==> src/rtl/lap_timer_pkg.sv <==
// lap_timer_pkg: shared constants and types for the stopwatch lap timer.
//   M1_* / M2_*   mode bus codes shared with the other dclock blocks
//   LAP_W         width of one lap FIFO entry {min,sec,tenths}
//   ts_e          timer state codes TS_IDLE / TS_RUN / TS_HOLD
//   tval_t        packed min:sec:tenths value; its layout is the lap entry layout
//   t_inc/t_dec   0.1 s increment (with wrap) / decrement of a tval_t
package lap_timer_pkg;

  localparam logic [1:0] M1_CLOCK = 2'd0;
  localparam logic [1:0] M1_ALARM = 2'd1;
  localparam logic [1:0] M1_TIMER = 2'd2;
  localparam logic [1:0] M1_SET   = 2'd3;

  localparam logic [1:0] M2_TIMER_G     = 2'd0;
  localparam logic [1:0] M2_TIMER_START = 2'd1;
  localparam logic [1:0] M2_TIMER_STOP  = 2'd2;
  localparam logic [1:0] M2_TIMER_NOP   = 2'd3;  // no timer command

  localparam int LAP_W = 16;

  typedef enum logic [1:0] {
    TS_IDLE = 2'd0,
    TS_RUN  = 2'd1,
    TS_HOLD = 2'd2
  } ts_e;

  typedef struct packed {
    logic [5:0] mins;
    logic [5:0] secs;
    logic [3:0] tenths;
  } tval_t;

  // +0.1 s; minutes wrap to 0 after wrap_min:59:9
  function automatic tval_t t_inc(tval_t t, logic [5:0] wrap_min);
    tval_t r;
    r = t;
    if (t.tenths == 4'd9) begin
      r.tenths = 4'd0;
      if (t.secs == 6'd59) begin
        r.secs = 6'd0;
        r.mins = (t.mins >= wrap_min) ? 6'd0 : t.mins + 6'd1;
      end else begin
        r.secs = t.secs + 6'd1;
      end
    end else begin
      r.tenths = t.tenths + 4'd1;
    end
    return r;
  endfunction

  // -0.1 s; saturates at 0:0:0
  function automatic tval_t t_dec(tval_t t);
    tval_t r;
    r = t;
    if (t != '0) begin
      if (t.tenths == 4'd0) begin
        r.tenths = 4'd9;
        if (t.secs == 6'd0) begin
          r.secs = 6'd59;
          r.mins = t.mins - 6'd1;
        end else begin
          r.secs = t.secs - 6'd1;
        end
      end else begin
        r.tenths = t.tenths - 4'd1;
      end
    end
    return r;
  endfunction

endpackage

==> src/rtl/lap_timer_if.sv <==
// lap_timer_if: mode bus, lap handshake and display outputs of the lap timer.
//   slave  : lap_timer side (takes mode1/mode2/lap_req/lap_rd, drives time + lap outputs)
//   master : controller / testbench side
// With TIMER_COUNTDOWN_EN defined the bus also carries dir, preset_min,
// preset_sec (to the timer) and expired (from the timer).
interface lap_timer_if;
  logic [1:0]  mode1;
  logic [1:0]  mode2;
  logic        lap_req;
  logic        lap_rd;
  logic [5:0]  min_sw;
  logic [5:0]  sec_sw;
  logic [3:0]  secc_sw;
  logic        lap_valid;
  logic [15:0] lap_data;
  logic [4:0]  lap_cnt;
  logic        lap_ovf;
`ifdef TIMER_COUNTDOWN_EN
  logic        dir;
  logic [5:0]  preset_min;
  logic [5:0]  preset_sec;
  logic        expired;

  modport slave (
    input  mode1, mode2, lap_req, lap_rd, dir, preset_min, preset_sec,
    output min_sw, sec_sw, secc_sw, lap_valid, lap_data, lap_cnt, lap_ovf, expired
  );
  modport master (
    output mode1, mode2, lap_req, lap_rd, dir, preset_min, preset_sec,
    input  min_sw, sec_sw, secc_sw, lap_valid, lap_data, lap_cnt, lap_ovf, expired
  );
`else
  modport slave (
    input  mode1, mode2, lap_req, lap_rd,
    output min_sw, sec_sw, secc_sw, lap_valid, lap_data, lap_cnt, lap_ovf
  );
  modport master (
    output mode1, mode2, lap_req, lap_rd,
    input  min_sw, sec_sw, secc_sw, lap_valid, lap_data, lap_cnt, lap_ovf
  );
`endif
endinterface

==> src/rtl/lap_fifo.sv <==
// lap_fifo: DEPTH x W synchronous FIFO with synchronous active-high clear.
//   clk, clr        clock / clear (empties FIFO, zeroes storage)
//   push, din       write; taken when not full, or when full and a pop happens too
//   pop             read; ignored while empty
//   dout, valid     head entry (0 when empty) / not empty
//   full, cnt       full flag / number of stored entries 0..DEPTH
// DEPTH must be a power of two so the pointers wrap naturally.
module lap_fifo #(
  parameter int DEPTH = 4,
  parameter int W     = 16
) (
  input  logic                     clk,
  input  logic                     clr,
  input  logic                     push,
  input  logic                     pop,
  input  logic [W-1:0]             din,
  output logic [W-1:0]             dout,
  output logic                     valid,
  output logic                     full,
  output logic [$clog2(DEPTH):0]   cnt
);
  localparam int PW = $clog2(DEPTH);

  logic [DEPTH-1:0][W-1:0] mem;
  logic [PW-1:0]           wr_ptr, rd_ptr;
  logic [PW:0]             cnt_q;
  logic                    push_i, pop_i;

  assign valid  = cnt_q != '0;
  assign full   = cnt_q == (PW+1)'(DEPTH);
  assign pop_i  = pop && valid;
  // when full a simultaneous pop frees the slot being written
  assign push_i = push && (!full || pop_i);

  always_ff @(posedge clk) begin
    if (clr) begin
      mem    <= '0;
      wr_ptr <= '0;
      rd_ptr <= '0;
      cnt_q  <= '0;
    end else begin
      if (push_i) begin
        mem[wr_ptr] <= din;
        wr_ptr      <= wr_ptr + PW'(1);
      end
      if (pop_i) rd_ptr <= rd_ptr + PW'(1);
      case ({push_i, pop_i})
        2'b10:   cnt_q <= cnt_q + (PW+1)'(1);
        2'b01:   cnt_q <= cnt_q - (PW+1)'(1);
        default: cnt_q <= cnt_q;
      endcase
    end
  end

  assign dout = valid ? mem[rd_ptr] : '0;
  assign cnt  = cnt_q;

endmodule

==> src/rtl/lap_timer.sv <==
// lap_timer: stopwatch min:sec:tenths counter with tick prescaler and lap FIFO.
//   clk    system clock, rising edge
//   reset  synchronous reset, active high
//   bus    lap_timer_if.slave: mode1/mode2 commands, lap_req/lap_rd handshake,
//          min_sw/sec_sw/secc_sw time, lap_valid/lap_data/lap_cnt/lap_ovf
// Parameters: CLK_PER_TENTH (>=2) clocks per 0.1 s, LAP_DEPTH (power of two,
// 2..16) lap entries, MIN_WRAP last minute value before wrapping to 0:0:0.
// Optional feature TIMER_COUNTDOWN_EN: count-down from a preset with an
// expired pulse (bus.dir / preset_min / preset_sec / expired).
module lap_timer
  import lap_timer_pkg::*;
#(
  parameter int CLK_PER_TENTH = 10,
  parameter int LAP_DEPTH     = 4,
  parameter int MIN_WRAP      = 59
) (
  input logic          clk,
  input logic          reset,
  lap_timer_if.slave   bus
);
  localparam int             PSW   = $clog2(CLK_PER_TENTH);
  localparam logic [PSW-1:0] PS_TC = PSW'(CLK_PER_TENTH - 1);
  localparam logic [5:0]     WRAP  = 6'(MIN_WRAP);
  localparam int             CW    = $clog2(LAP_DEPTH) + 1;

  ts_e            state, state_nxt;
  tval_t          tval;
  logic [PSW-1:0] psc;
  logic           cmd_ok, clr, tick, lap_acc, pop_eff;
  logic           fifo_full, fifo_vld, ovf_q;
  logic [LAP_W-1:0] fifo_dout;
  logic [CW-1:0]  fifo_cnt;

  // mode2 is only meaningful while the timer owns the mode bus
  assign cmd_ok = bus.mode1 == M1_TIMER;

`ifdef TIMER_COUNTDOWN_EN
  logic       down_q, exp_q;
  logic [5:0] pre_min, pre_sec;
  assign pre_min = (bus.preset_min > WRAP)  ? WRAP  : bus.preset_min;
  assign pre_sec = (bus.preset_sec > 6'd59) ? 6'd59 : bus.preset_sec;
`endif

  // state register
  always_ff @(posedge clk) begin
    if (reset) state <= TS_IDLE;
    else       state <= state_nxt;
  end

  // next state
  always_comb begin
    state_nxt = state;
    if (cmd_ok) begin
      case (bus.mode2)
        M2_TIMER_G:     state_nxt = TS_IDLE;
        M2_TIMER_START: state_nxt = TS_RUN;
        M2_TIMER_STOP:  if (state == TS_RUN) state_nxt = TS_HOLD;
        default:        state_nxt = state;
      endcase
    end
`ifdef TIMER_COUNTDOWN_EN
    // count-down parks in HOLD at 0:0:0 (also when restarted already at zero)
    if (state == TS_RUN && down_q && !clr &&
        ((tick && tval == tval_t'(16'd1)) || tval == '0))
      state_nxt = TS_HOLD;
`endif
  end

  // FSM outputs
  always_comb begin
    clr     = cmd_ok && bus.mode2 == M2_TIMER_G;
    tick    = state == TS_RUN && psc == PS_TC;
    lap_acc = bus.lap_req && state != TS_IDLE && !clr;
  end

  // time counter and prescaler
  always_ff @(posedge clk) begin
    if (reset || clr) begin
      tval <= '0;
      psc  <= '0;
`ifdef TIMER_COUNTDOWN_EN
    end else if (state == TS_IDLE && bus.dir) begin
      tval <= '{mins: pre_min, secs: pre_sec, tenths: 4'd0};
`endif
    end else if (state == TS_RUN) begin
      psc <= tick ? '0 : psc + PSW'(1);
      if (tick) begin
`ifdef TIMER_COUNTDOWN_EN
        tval <= down_q ? t_dec(tval) : t_inc(tval, WRAP);
`else
        tval <= t_inc(tval, WRAP);
`endif
      end
    end
  end

`ifdef TIMER_COUNTDOWN_EN
  // direction is latched while idle so it cannot change mid-run
  always_ff @(posedge clk) begin
    if (reset || clr) begin
      down_q <= 1'b0;
      exp_q  <= 1'b0;
    end else begin
      if (state == TS_IDLE) down_q <= bus.dir;
      exp_q <= tick && down_q && tval == tval_t'(16'd1);
    end
  end
  assign bus.expired = exp_q;
`endif

  // sticky overflow: a lap was accepted but had nowhere to go
  assign pop_eff = bus.lap_rd && fifo_vld;
  always_ff @(posedge clk) begin
    if (reset || clr)                           ovf_q <= 1'b0;
    else if (lap_acc && fifo_full && !pop_eff)  ovf_q <= 1'b1;
  end

  lap_fifo #(
    .DEPTH (LAP_DEPTH),
    .W     (LAP_W)
  ) u_fifo (
    .clk   (clk),
    .clr   (reset || clr),
    .push  (lap_acc),
    .pop   (bus.lap_rd),
    .din   (tval),
    .dout  (fifo_dout),
    .valid (fifo_vld),
    .full  (fifo_full),
    .cnt   (fifo_cnt)
  );

  assign bus.min_sw    = tval.mins;
  assign bus.sec_sw    = tval.secs;
  assign bus.secc_sw   = tval.tenths;
  assign bus.lap_valid = fifo_vld;
  assign bus.lap_data  = fifo_dout;
  assign bus.lap_cnt   = 5'(fifo_cnt);
  assign bus.lap_ovf   = ovf_q;

endmodule

==> src/flat_wrapper.sv <==
// flat-port wrapper written by rule: the top's interface ports become plain ports
module lap_timer_flat import lap_timer_pkg::*;
#(
  parameter int CLK_PER_TENTH = 10,
  parameter int LAP_DEPTH     = 4,
  parameter int MIN_WRAP      = 59
)
  (clk, reset, bus_mode1, bus_mode2, bus_lap_req, bus_lap_rd, bus_min_sw, bus_sec_sw, bus_secc_sw, bus_lap_valid, bus_lap_data, bus_lap_cnt, bus_lap_ovf);
  lap_timer_if bus_i ();
  input logic clk;
  input logic reset;
  input wire logic [$bits(bus_i.mode1)-1:0] bus_mode1;
  input wire logic [$bits(bus_i.mode2)-1:0] bus_mode2;
  input wire logic [$bits(bus_i.lap_req)-1:0] bus_lap_req;
  input wire logic [$bits(bus_i.lap_rd)-1:0] bus_lap_rd;
  output wire logic [$bits(bus_i.min_sw)-1:0] bus_min_sw;
  output wire logic [$bits(bus_i.sec_sw)-1:0] bus_sec_sw;
  output wire logic [$bits(bus_i.secc_sw)-1:0] bus_secc_sw;
  output wire logic [$bits(bus_i.lap_valid)-1:0] bus_lap_valid;
  output wire logic [$bits(bus_i.lap_data)-1:0] bus_lap_data;
  output wire logic [$bits(bus_i.lap_cnt)-1:0] bus_lap_cnt;
  output wire logic [$bits(bus_i.lap_ovf)-1:0] bus_lap_ovf;
  assign bus_i.mode1 = bus_mode1;
  assign bus_i.mode2 = bus_mode2;
  assign bus_i.lap_req = bus_lap_req;
  assign bus_i.lap_rd = bus_lap_rd;
  assign bus_min_sw = bus_i.min_sw;
  assign bus_sec_sw = bus_i.sec_sw;
  assign bus_secc_sw = bus_i.secc_sw;
  assign bus_lap_valid = bus_i.lap_valid;
  assign bus_lap_data = bus_i.lap_data;
  assign bus_lap_cnt = bus_i.lap_cnt;
  assign bus_lap_ovf = bus_i.lap_ovf;
  lap_timer #(.CLK_PER_TENTH(CLK_PER_TENTH), .LAP_DEPTH(LAP_DEPTH), .MIN_WRAP(MIN_WRAP)) u_core (.clk(clk), .reset(reset), .bus(bus_i));
endmodule
==> config.mk <==
export PLATFORM = sky130hd
export DESIGN_NAME = lap_timer_flat
export DESIGN_NICKNAME = d
export VERILOG_FILES = /design/src/rtl/lap_timer_pkg.sv /design/src/rtl/lap_timer_if.sv /design/src/rtl/lap_fifo.sv /design/src/rtl/lap_timer.sv /design/src/flat_wrapper.sv
export SDC_FILE = /design/constraint.sdc
export NUM_CORES = 1
export LEC_CHECK = 0
export BUFFER_PORTS_ARGS = -buffer_cell sky130_fd_sc_hd__buf_4
export CORE_AREA = 2 2 91 93
export DETAILED_ROUTE_END_ITERATION = 8
export DIE_AREA = 0 0 93 95
export GPL_TIMING_DRIVEN = 0
export HOLD_SLACK_MARGIN = 0.08
export PLACE_DENSITY = 0.77
export SYNTH_ARGS = -nofsm -noshare
export SYNTH_HDL_FRONTEND = slang
export SYNTH_SLANG_ARGS = --single-unit
==> constraint.sdc <==
create_clock -name clk -period 3.7 [get_ports clk]
set_input_delay 0.37 -clock clk [delete_from_list [all_inputs] [get_ports clk]]
set_output_delay 0.37 -clock clk [all_outputs]
set_load 0.1 [all_outputs]
==> impl_metrics.csv <==
group,metric,value,unit
synth,synth_top_cell_area_share,0.451,
floorplanning,die_area,8840,um2
floorplanning,ios,47,
grt,grt_pass1_wl,16900,um
pwr,p_leak,1.68,nW
synth,yosysWarnings,0,
cts,clk_latency,0.36,ns
timing,skew,0.0118,ns
route,drt_iter0_drc,318,
floorplanning,core_region_area,7930,um2
synth,netlist_area,4170,um2
critical_path,cp.required,3.33,ns
pwr,power_density,371,nW/um2
layout,syn_to_final_growth,15.7,%
grt,gr-total-overflow,0,
timing,worst_pin_slew,0.798,ns
worst_hold_path,holdCritStartpoint,"reset",
route,viasPerCell,5.82,
critical_path,path_class,"flop to output port",
route,routedWlPerCell,16.5,um
synth,yosysUniqueCellTypes,47,
floorplanning,initial_utilization,0.526,
timing,rsz0062_at_grt,"false",
critical_path,rrSetupSlack,0.90,ns
cts,cts_sinks,94,
synth,ys_async_sr_fraction,0,
layout,antenna_cells,0,
worst_hold_path,hold_class,"input pin to flop",
grt,grt_pass1_vias,3436,
cts,tritoncts,"yes",
timing,finalMaxSlewViolations,0,
cts,post_cts_resized,0,
pwr,pwr-share-seq,0.569,
pwr,power_switching_share,0.271,
route,vias,3625,
timing,period_needed,3.00,ns
route,drtPass1Iterations,5,
pwr,p_clk_frac,0.369,
timing,slew_headroom,0.463,
layout,fin_util,0.609,
placed_design,port_buffers,44,
grt,grt_antenna_before_repair,0,
placed_design,hpwl,7360,um
route,detail-route-antenna-nets,0,
synth,synth_area_leader_cell,"dfxtp_1",
critical_path,crit_path_start_kind,"flop",
cts,cts_buffer_depth,2,
critical_path,rr_startpoint,"u_core.u_fifo.cnt[0]",
placed_design,place_congestion,0.868,
timing,hold_viol_final,0,
pwr,combPwrFrac,0.062,
cts,cts-hold-fix-buffers,0,
floorplanning,die_w,93,um
synth,syn_area_per_cell,9.13,um2
run,cap_violations,0,
timing,fin_setup_tns,0,ns
floorplanning,num_rows,33,
layout,fin_nets,531,
pwr,ir_drop,0.208,mV
floorplanning,dieHeight,95,um
worst_hold_path,hold_path_depth,2,
synth,synth.area.top_cells,"dfxtp_1 (45%), mux4_2 (8.6%), nand3_1 (8.2%), o21ai_0 (8.2%), and2_1 (2.7%)",
cts,post_cts_buffers,0,
synth,ys_ff_latch,94,
cts,cts_buffers,9,
layout,layout-drive-gt1-share,0.168,
layout,fillers,714,
critical_path,critPathCaptureType,"output port",
critical_path,reg2reg_depth,10,
pwr,switching_power,0.000485,W
timing,fin_crit_sh,0.811,
pwr,p_int,0.00130,W
timing,setup_viol,0,
cts,cts_root_buffer,"clkbuf_8",
critical_path,cp_max_fo,10,
route,drc_errors,0,
critical_path,r2r-end,"u_core.u_fifo.cnt[2]",
route,drt_wl_total,10300,um
synth,yosysSeqAreaShare,0.451,
grt,grt_usage,0.245,
synth,synth-edff-count,0,
timing,whs,0.173,ns
cts,path_clk_slew,0.10,ns
worst_hold_path,hold_end,"u_core.state[0]",
critical_path,arrival,2.63,ns
synth,synth_cells,457,
grt,grt_max_degree,19,
cts,htree_levels,3,
outcome,run_status,"complete, no violations",
synth,synthFlopType,"dfxtp_1",
timing,maxClockFrequency,333,MHz
Yosys cell counts (3+ instances only):
cell type  count
inv_1         14
nand4_1        5
ha_1           9
and2_1        18
mux4_2        16
nor4_1         5
clkbuf_1      23
xor2_1         6
nor2b_1        4
nand3_1       68
a21oi_1       12
mux2i_1        3
xnor2_1        8
or3_1          4
nor2_1        21
nand3b_1       4
buf_2          6
dfxtp_1       94
nor3_1         5
o21ai_0       68
nand2_1       29
power groups by stage:
stage | Combinational (W) | Clock (W) | Sequential, W
finish | 0.000111 | 0.000660 | 0.00102
global route | 0.000120 | 0.000708 | 0.00102
CTS | 0.000111 | 0.000661 | 0.00102
detailed placement | 0.000111 | 0 | 0.00104
global placement | 0.000109 | 0 | 0.00104
floorplan | 0.0000712 | 0 | 0.00105
final cells by class:
cell class | count | area [um2] | area share
multi-input cells | 317 | 2100 | 0.436
flip-flops and latches | 94 | 1880 | 0.390
repair buffers | 44 | 330 | 0.0684
plain buffers | 33 | 139 | 0.0288
well taps | 105 | 131 | 0.0272
clock buffers | 9 | 124 | 0.0257
clock inverters | 7 | 63.8 | 0.0132
inverters | 14 | 52.6 | 0.0109
layer usage:
layer  global-route usage  vias up  share of wire
met1                0.315     1753           0.44
met5                    0        -              0
met2                0.420      120           0.49
met4                0.102        0          0.020
li1                     -     1734              -
met3               0.0287       18          0.046
how the worst max path moves through the flow:
stage / from / end / depth (start not counted)
floorplan: u_core.u_fifo.cnt[0] / bus_lap_data[10] / 4
global placement: bus_lap_rd / u_core.u_fifo.cnt[2] / 11
detailed placement: bus_lap_rd / u_core.u_fifo.cnt[2] / 11
CTS: u_core.u_fifo.rd_ptr[0] / bus_lap_data[14] / 5
global route: u_core.u_fifo.rd_ptr[0] / bus_lap_data[14] / 5
finish: u_core.u_fifo.rd_ptr[0] / bus_lap_data[14] / 5
layout by cell type (no fill, tap or decap), drive strengths merged, types with 3 or more instances in the layout:
cell and instances:
a21oi 12, and2 18, buf 54, clkbuf 32, dfxtp 94, ha 9
inv 19, mux2i 3, mux4 16, nand2 29, nand3 68, nand3b 4
nand4 5, nor2 21, nor2b 4, nor3 5, nor4 5, o21ai 68
or3 4, xnor2 8, xor2 6
worst max-delay path, cell delays in order, from the launching register on:
cell	delay, ns
dfxtp_1	0.32
clkbuf_1	0.54
buf_2	0.44
mux4_2	0.57
and2_1	0.17
buf_4	0.22
sequential cells by signal, summed over array words and instances (netlist names):
signal,flops
u_core.u_fifo.wr_ptr,2
u_core.u_fifo.mem,64
u_core.bus.sec_sw,6
u_core.u_fifo.cnt,3
u_core.u_fifo.rd_ptr,2
u_core.psc,4
u_core.state,2
u_core.bus.lap_ovf,1
u_core.bus.min_sw,6
u_core.bus.secc_sw,4
through the flow:
| step | setup slack, ns | cell area, um2 | total power (W) | cells |
|---|---|---|---|---|
| after detailed placement | 0.830 | 4640 | 0.00115 | 607 |
| after CTS | 0.643 | 4830 | 0.00179 | 623 |
| after floorplan | 0.0739 | 4180 | 0.00112 | 458 |
| after global routing | 0.540 | 4830 | 0.00185 | 623 |
| after global placement | 0.867 | 4640 | 0.00115 | 607 |
| final | 0.701 | 4830 | 0.00179 | 623 |
logic make-up after synthesis:
group | synth area share
XOR/XNOR | 0.0294
AO/OA/AOI/OAI | 0.121
flip-flops | 0.451
AND/OR/NAND/NOR | 0.226
adder cells (fa/ha/maj) | 0.0318
other | 0.000899
multiplexers | 0.0936
buffers and inverters | 0.0459
(Power assumes the default switching activity.)
